`src/rtl/conv_psum_accumulator.sv`:
```
// Accumulates per-channel FP16 window sums from the PE adder tree into one
// output pixel per group (bias seed, optional ReLU) behind a 2-entry buffer.
// Ports: clk, rst (async, active-low); in_valid/tree_sum from the tree;
// cfg_num_ch, bias, relu_en, flush controls; out_valid/out_data/out_ready
// handshake; busy and sticky err_overflow status.

module FP_Add_16 (
  input  logic [15:0] A,
  input  logic [15:0] B,
  output logic [15:0] Sum_Out
);
  logic [15:0] big, sml;
  logic [4:0]  xb, xs, d;
  logic [13:0] ab, as0, as;
  logic [14:0] s;
  logic [5:0]  e;
  logic [10:0] m;
  logic [11:0] m12;
  logic        sub, rnd;
  logic        nan_a, nan_b, inf_a, inf_b;

  always_comb begin
    nan_a = (&A[14:10]) && (|A[9:0]);
    nan_b = (&B[14:10]) && (|B[9:0]);
    inf_a = (&A[14:10]) && !(|A[9:0]);
    inf_b = (&B[14:10]) && !(|B[9:0]);
    if (A[14:0] >= B[14:0]) begin
      big = A;
      sml = B;
    end else begin
      big = B;
      sml = A;
    end
    xb  = (big[14:10] == 5'd0) ? 5'd1 : big[14:10];
    xs  = (sml[14:10] == 5'd0) ? 5'd1 : sml[14:10];
    d   = xb - xs;
    // 3 extra bits: guard, round, sticky
    ab  = {|big[14:10], big[9:0], 3'b000};
    as0 = {|sml[14:10], sml[9:0], 3'b000};
    if (d >= 5'd14) begin
      as = {13'd0, |as0};
    end else begin
      as    = as0 >> d;
      as[0] = as[0] | (|(as0 & ((14'd1 << d) - 14'd1)));
    end
    sub = big[15] ^ sml[15];
    s   = sub ? ({1'b0, ab} - {1'b0, as})
              : ({1'b0, ab} + {1'b0, as});
    e   = {1'b0, xb};
    if (s[14]) begin
      s = {1'b0, s[14:2], s[1] | s[0]};
      e = e + 6'd1;
    end
    // normalize left, stopping at the subnormal exponent
    for (int i = 0; i < 13; i++) begin
      if (!s[13] && (e > 6'd1)) begin
        s = s << 1;
        e = e - 6'd1;
      end
    end
    m   = s[13:3];
    rnd = s[2] && (s[1] || s[0] || s[3]);
    m12 = {1'b0, m} + {11'd0, rnd};
    if (m12[11]) begin
      m = m12[11:1];
      e = e + 6'd1;
    end else begin
      m = m12[10:0];
    end
    if (m == 11'd0)
      Sum_Out = {sub ? 1'b0 : big[15], 15'd0};
    else if (e >= 6'd31)
      Sum_Out = {big[15], 5'h1f, 10'd0};
    else
      Sum_Out = {big[15], m[10] ? e[4:0] : 5'd0, m[9:0]};
    if (nan_a)
      Sum_Out = A;
    else if (nan_b)
      Sum_Out = B;
    else if (inf_a && inf_b && (A[15] != B[15]))
      Sum_Out = 16'h7E00;
    else if (inf_a)
      Sum_Out = A;
    else if (inf_b)
      Sum_Out = B;
  end
endmodule

module conv_psum_accumulator #(
  parameter int TREE_LAT = 6,
  parameter int CH_W     = 8
) (
  input  logic            clk,
  input  logic            rst,
  input  logic            in_valid,
  input  logic [15:0]     tree_sum,
  input  logic [CH_W-1:0] cfg_num_ch,
  input  logic [15:0]     bias,
  input  logic            relu_en,
  input  logic            flush,
  output logic            out_valid,
  output logic [15:0]     out_data,
  input  logic            out_ready,
  output logic            busy,
  output logic            err_overflow
);
  localparam logic [CH_W-1:0] ONE = CH_W'(1);

  logic [TREE_LAT-1:0] dl_q, dl_d;
  logic [CH_W-1:0]     cnt_q, cnt_d, n_q, n_d, n_eff;
  logic [15:0]         acc_q, acc_d, acc_sel, sum, push_val;
  logic [15:0]         b0_q, b0_d, b1_q, b1_d;
  logic [1:0]          occ_q, occ_d;
  logic                err_q, err_d;
  logic                v_al, last, push, pop;

  assign v_al    = dl_q[TREE_LAT-1];
  assign acc_sel = (cnt_q == '0) ? bias : acc_q;

  FP_Add_16 u_add (
    .A       (acc_sel),
    .B       (tree_sum),
    .Sum_Out (sum)
  );

  // group length is latched on the first channel of each group
  assign n_eff = (cnt_q != '0) ? n_q :
                 (cfg_num_ch == '0) ? ONE : cfg_num_ch;
  assign last     = v_al && (cnt_q == n_eff - ONE);
  assign push     = last;
  assign push_val = (relu_en && sum[15]) ? 16'h0000 : sum;
  assign pop      = (occ_q != 2'd0) && out_ready;

  assign out_valid    = (occ_q != 2'd0);
  assign out_data     = out_valid ? b0_q : 16'h0000;
  assign busy         = (cnt_q != '0) || (|dl_q);
  assign err_overflow = err_q;

  always_comb begin
    dl_d    = dl_q << 1;
    dl_d[0] = in_valid;
    cnt_d   = cnt_q;
    n_d     = n_q;
    acc_d   = acc_q;
    b0_d    = b0_q;
    b1_d    = b1_q;
    occ_d   = occ_q;
    err_d   = err_q;
    if (v_al) begin
      acc_d = sum;
      n_d   = n_eff;
      cnt_d = last ? '0 : cnt_q + ONE;
    end
    unique case ({push, pop})
      2'b11: begin
        if (occ_q == 2'd2) begin
          b0_d = b1_q;
          b1_d = push_val;
        end else begin
          b0_d = push_val;
        end
      end
      2'b10: begin
        unique case (occ_q)
          2'd0: begin
            b0_d  = push_val;
            occ_d = 2'd1;
          end
          2'd1: begin
            b1_d  = push_val;
            occ_d = 2'd2;
          end
          default: err_d = 1'b1;
        endcase
      end
      2'b01: begin
        b0_d  = b1_q;
        b1_d  = 16'h0000;
        occ_d = occ_q - 2'd1;
      end
      default: ;
    endcase
    if (flush) begin
      dl_d  = '0;
      cnt_d = '0;
      acc_d = 16'h0000;
      b0_d  = 16'h0000;
      b1_d  = 16'h0000;
      occ_d = 2'd0;
    end
  end

  always_ff @(posedge clk or negedge rst) begin
    if (!rst) begin
      dl_q  <= '0;
      cnt_q <= '0;
      n_q   <= '0;
      acc_q <= 16'h0000;
      b0_q  <= 16'h0000;
      b1_q  <= 16'h0000;
      occ_q <= 2'd0;
      err_q <= 1'b0;
    end else begin
      dl_q  <= dl_d;
      cnt_q <= cnt_d;
      n_q   <= n_d;
      acc_q <= acc_d;
      b0_q  <= b0_d;
      b1_q  <= b1_d;
      occ_q <= occ_d;
      err_q <= err_d;
    end
  end
endmodule

```
`config.mk`:
```
export PLATFORM = sky130hd
export DESIGN_NAME = conv_psum_accumulator
export DESIGN_NICKNAME = d
export VERILOG_FILES = /design/src/rtl/conv_psum_accumulator.sv
export SDC_FILE = /design/constraint.sdc
export NUM_CORES = 1
export LEC_CHECK = 0
export CORE_UTILIZATION = 40
export CTS_BUF_LIST = sky130_fd_sc_hd__clkbuf_4 sky130_fd_sc_hd__clkbuf_8
export DETAILED_ROUTE_END_ITERATION = 7
export HOLD_SLACK_MARGIN = 0.05
export PLACE_DENSITY_LB_ADDON = 0.05
export SYNTH_ARGS = -nofsm -noshare
export SYNTH_HDL_FRONTEND = slang
export SYNTH_SLANG_ARGS = --single-unit
```
`constraint.sdc`:
```
create_clock -name clk -period 31.7 [get_ports clk]
set_input_delay 6.34 -clock clk [delete_from_list [all_inputs] [get_ports clk]]
set_output_delay 6.34 -clock clk [all_outputs]
set_load 0.1 [all_outputs]
```
* Word-level counts from Yosys, hierarchy flattened
Cells that the tools add are included.
Storage, ports and cells: bits of input ports 46, output and inout bits 19, logic and storage cells 198, bits in registers 73
Cells by class: mux-type cells 67, $add $sub $neg 23, reduce and logical (&&, ||, !) cells 66, magnitude comparators 16, shift operators 2, bitwise operators 5, equal/unequal tests 11
Operator list (count):
- 16-bit two-way mux | 19
- 14-bit two-way mux | 15
- 6-bit two-way mux | 16
- 16-bit one-hot mux with 3 select lines | 2
- 6-bit by 1-bit > comparator with 1-bit output, second input constant | 13
- 6-bit by 1-bit subtractor with 6-bit output, second input constant | 13
- 8-bit two-way mux | 5
- 15-bit two-way mux | 2
- 1-bit logical AND | 23
- 10-bit OR reduction | 2
- 8-bit zero test | 2
- 14-bit by 14-bit adder with 15-bit output | 1
- 15-bit greater-or-equal comparator | 1
- 1-bit zero test | 15
- 5-bit two-way mux | 3
- 15-bit OR reduction | 1
- 14-bit by 14-bit subtractor with 15-bit output | 1
- 14-bit AND | 1
- 14-bit OR reduction | 1
- 1-bit by 5-bit << shifter with 14-bit output, first input constant | 1
- 14-bit by 5-bit right shift with 14-bit output | 1
- 14-bit by 1-bit subtractor with 14-bit output, second input constant | 1
- 11-bit by 1-bit adder with 12-bit output | 1
- 11-bit zero test | 1
- other kinds (34) | 49

* Logic depth before layout (Yosys ltp)
word-level depth 74, gate-level depth with buffers 163

* Hierarchy
A second synthesis with hierarchy kept.
Second synthesis, totals: cell total of the unflattened synthesis 2292, area total of the unflattened synthesis 16250.6 um^2
Modules (own cells, without submodules):
- FP_Add_16 | cells each 1748, sequential area each 0.0 um^2, area an instance 11666.2 um^2, instances 1
- conv_psum_accumulator | cells each 544, sequential area each 1826.8 um^2, area an instance 4584.4 um^2, instances 1

* Worst setup path after synthesis
No wires, ideal clock.
path kind input to register, start in bias[8], end reg b0_q[14], path buffers 27, stages 144, arrival time 37.386 ns, required time 31.559 ns, library setup time 0.141 ns, slack -5.827 ns, path through mux2_4 -> ha_1 -> a21o_1 -> a221o_1 -> a21o_1 -> a21oi_1 -> buf_2 -> buf_2 -> buf_1 -> buf_1 -> o211ai_1 -> ha_1 -> fa_1 -> nand2b_1 -> a21oi_1 -> xor2_1 -> a21oi_1 -> a32oi_1 -> [... 108 more ...] -> ha_1 -> nor2_1 -> nand4bb_1 -> o21ai_2 -> buf_2 -> nor2_1 -> a21oi_1 -> ha_1 -> nand4_1 -> nor4_2 -> and2_1 -> o2111ai_1 -> o21ai_2 -> nor4b_2 -> o21ai_0 -> o31a_4 -> o211ai_4 -> a221oi_2
On the way: cells in the longest elaborated chain, start to end 71, elaborated cells between the ends (all ways) 136
Ends and longest elaborated chain:
- start, declared | line 98 | input logic [15:0] bias,
- 16-bit two-way mux (*) | line 118 | assign acc_sel = (cnt_q == '0) ? bias : acc_q;
- 15-bit greater-or-equal comparator | line 27 | if (A[14:0] >= B[14:0]) begin
- 16-bit two-way mux | line 27
- 5-bit zero test (on tied branches) | line 34, 35
- 5-bit two-way mux (on tied branches) | line 34, 35
- 5-bit subtractor | line 36 | d = xb - xs;
- 1-bit by 5-bit << shifter with 14-bit output | line 44 | as[0] = as[0] | (|(as0 & ((14'd1 << d) - 14'd1)));
- 14-bit by 1-bit subtractor with 14-bit output | line 44
- [... 55 more ...]
- 16-bit two-way mux (on tied branches) | line 82, 80
- 16-bit two-way mux (on tied branches) | line 80, 78
- 16-bit two-way mux (on tied branches) | line 78, 76
- 16-bit two-way mux (*) | line 76 | if (nan_a)
- 16-bit two-way mux (*) | line 131 | assign push_val = (relu_en && sum[15]) ? 16'h0000 : sum;
- 16-bit two-way mux (on tied branches) | line 164, 156
- 16-bit one-hot mux with 3 select lines (*) | line 154 | unique case ({push, pop})
- 16-bit two-way mux (*) | line 183 | if (flush) begin
- end signal, assigned | line 199 | b0_q <= 16'h0000;
- end signal, assigned | line 208 | b0_q <= b0_d;
- end, declared | line 112 | logic [15:0] b0_q, b0_d, b1_q, b1_d;
Mark *: on every way between the ends. The rest lies on a longest branch, timed or not. The select of a mux whose other input is x is not followed. A chain may end at the register's enable or synchronous reset.

* Final worst setup path
start in bias[8], end reg b0_q[13]
The elaborated chain is that of the path after synthesis.

==> flow_metrics.py <==
metrics = {
    "clock_tree": {
        "clockRootBuffer": "clkbuf_8",
        "cts.htree.levels": 3,
        "clockBufferDepth": 2,
        "cts_tree": "yes",
        "clock_sinks": 73,
        "clock_latency_ps": 380,
        "numCtsBuffers": 9,
        "path_clk_slew_ps": 80,
        "cts_hold_buf": 0,
    },
    "finish": {
        "area_growth_pct": 19.67,
        "fin_nets": 2528,
        "finish.utilization_pct": 48.88,
        "drive_gt1_share_pct": 18.84,
        "final_cells": 2930,
        "fill_cells": 3993,
    },
    "sta": {
        "setup_tns_ps": 0,
        "slew_headroom_pct": 18.19,
        "finalSetupViolations": 0,
        "tightest_slew_ps": 1218,
        "fin_skew_ps": 7.030,
        "clock.fmax_mhz": 32.66,
        "timing.final.crit_period_ps": 30620,
        "timing.final.max_slew_violations": 0,
        "whs_ps": 492.6,
        "finalHoldViolCount": 0,
        "post-route-period-util_pct": 96.59,
    },
    "placed_design": {
        "place_congestion": 0.9681,
        "place.detailed.instances": 2879,
        "detailed_place_hpwl_um": 46650,
        "port_buffers": 64,
    },
    "setup_path": {
        "crit_fanout": 26,
        "worstPathRequired_ps": 31940,
        "critPathSlowestCell": "or4b_1",
        "critPathKind": "input port to register",
        "arrival_ps": 30860,
        "crit_path_end_kind": "register",
        "worst_setup_path_start_kind": "input port",
        "cpMostUsedCell": "ha_2",
        "slowest_delay_ps": 540,
    },
    "global_route": {
        "grt_max_degree": 59,
        "overflow": 0,
        "grt_pass1_vias": 16840,
        "track_usage_pct": 27.57,
        "grt_pass1_wl_um": 93230,
        "antenna_found_initial": 2,
    },
    "synth": {
        "yosysUniqueCellTypes": 134,
        "yosysWarnings": 0,
        "syn_nets": 2416,
        "syn-cell-area_mm2": 0.01638,
        "netlist_instances": 2288,
        "synthFlopType": "dfrtp_1",
        "yosysSeqAreaShare_pct": 11.15,
        "async_flop_share_pct": 100.0,
        "syn_avg_cell_area_um2": 7.158,
        "ys_seq_elements": 73,
        "synth_edf_count": 0,
    },
    "floorplan": {
        "ios": 65,
        "dieHeight_um": 204.3,
        "core-area_mm2": 0.04010,
        "rows": 73,
        "start_util_pct": 40.84,
        "dieArea_mm2": 0.04175,
        "die_w_um": 204.3,
    },
    "outcome": {
        "status": "finished, final reports clean",
    },
    "route": {
        "drt.antenna.violating_nets": 0,
        "wl_per_cell_um": 20.25,
        "drt-initial-drc-count": 1655,
        "drt_pre_antenna_iters": 6,
        "wl_um": 59330,
        "drc": 0,
        "via_per_inst": 6.246,
        "via_count": 18300,
    },
    "flow_run": {
        "max_cap_viol_count": 0,
    },
    "min_path": {
        "min_path_type": "register to register",
    },
}
-- cell type report --
class / count / area, um2 / area share, %
multi-input cells: 2000 / 14680 / 74.90
repair buffers: 221 / 1874 / 9.564
inverters: 95 / 359.1 / 1.832
clock inverters: 3 / 40.04 / 0.2043
diodes: 1 / 2.502 / 0.01277
flip-flops and latches: 73 / 1827 / 9.321
well taps: 525 / 656.9 / 3.352
clock buffers: 12 / 158.9 / 0.8108
-- cell families after synthesis --
family	Yosys count	synth area share, %
AOI/OAI and AO/OA	822	35.70
buffers and inverters	216	5.371
muxes	182	12.25
adders and majority gates	82	6.356
and+or+nand+nor	842	25.20
xor gates and xnor gates	71	3.958
DFF	73	11.15
-- cell usage after synthesis (all sizes together), types with 21 or more instances --
cell | count | share of area [%]
a21oi | 221 | 6.9
nand2 | 232 | 5.3
buf | 54 | 1.7
a21o | 32 | 1.5
nand4 | 26 | 1.0
nor2 | 259 | 6.0
a211oi | 52 | 2.6
dfrtp | 73 | 11
nor4 | 26 | 1.2
and2 | 23 | 0.88
o31ai | 31 | 1.5
a221oi | 25 | 1.8
mux2 | 47 | 3.3
o21ai | 156 | 5.0
nor3 | 54 | 1.7
or3 | 21 | 0.89
mux2i | 128 | 7.9
nor2b | 32 | 1.2
o21a | 26 | 1.2
o211ai | 48 | 2.4
clkbuf | 67 | 1.5
xnor2 | 53 | 2.9
inv | 94 | 2.2
ha | 80 | 6.1
a31oi | 28 | 1.1
and3 | 24 | 0.95
nand3 | 63 | 2.0
-- through the flow --
| step | instance area [um2] | worst slack (ps) |
|---|---|---|
| after CTS | 19120 | 8.800 |
| after global routing | 19600 | -156.9 |
| after floorplan | 17460 | 7.052 |
| after detailed placement | 18880 | -622.3 |
| final | 19600 | 1080 |
| after global placement | 18880 | 21.80 |
-- layer usage --
metal | global-route usage [%] | vias up | share of wire [%]
met5 | 0 | - | 0.022
met1 | 41.64 | 8714 | 49
met4 | 5.171 | 2 | 1.6
li1 | - | 8884 | -
met3 | 4.050 | 82 | 6.4
met2 | 40.98 | 618 | 43
-- final timing paths --
| path | start | slack (ps) | cells after the start | endpoint |
|---|---|---|---|---|
| worst max-delay path | bias[8] | 1080 | 124 | b0_q[13] |
| worst min-delay path | dl_q[4] | 490 | 1 | dl_q[5] |
| worst max register to register | cnt_q[4] | 5330 | 127 | b0_q[13] |
| worst min register to register | dl_q[4] | 490 | 1 | dl_q[5] |
| max in group asynchronous | rst | 24840 | 2 | b1_q[13] |
| min in group asynchronous | rst | 5810 | 1 | n_q[7] |
-- placed cells by master, fill, tap and decap left out, types with 26 or more instances in the layout --
cell type	instances
a211oi_1	39
a21o_1	31
a21oi_1	203
a31oi_1	26
buf_4	153
clkdlybuf4s50_1	63
dfrtp_1	73
ha_1	55
inv_1	83
mux2_2	32
mux2i_1	119
nand2_1	223
nand3_1	60
nor2_1	239
nor2b_1	31
nor3_1	52
o211ai_1	42
o21ai_0	112
o21ai_1	33
o31ai_1	29
xnor2_1	39
-- what timing repair did --
action                                  CTS  global route
cloned                                    0             1
pin swaps                                 2            24
resized for setup                         1            38
endpoints found under the setup margin   32            48
hold endpoints to repair                  0             0
setup buffers                             3            31
-- critical path, delay by kind of cell --
kind | cells | cell delay, ps
compound gates | 42 | 9490
xor+xnor | 5 | 970
fa+ha+maj | 18 | 4090
buf+inv | 10 | 1980
mux | 4 | 1210
simple gates | 45 | 6720
-- registers in the layout, indices dropped and copies added, names as in the netlist --
register	count
b0_q	16
acc_q	16
cnt_q	8
dl_q	6
occ_q	2
b1_q	16
err_overflow	1
n_q	8
Power is not shown: default switching activity piles up to over one toggle a cycle in this logic, so the estimate is an artifact.
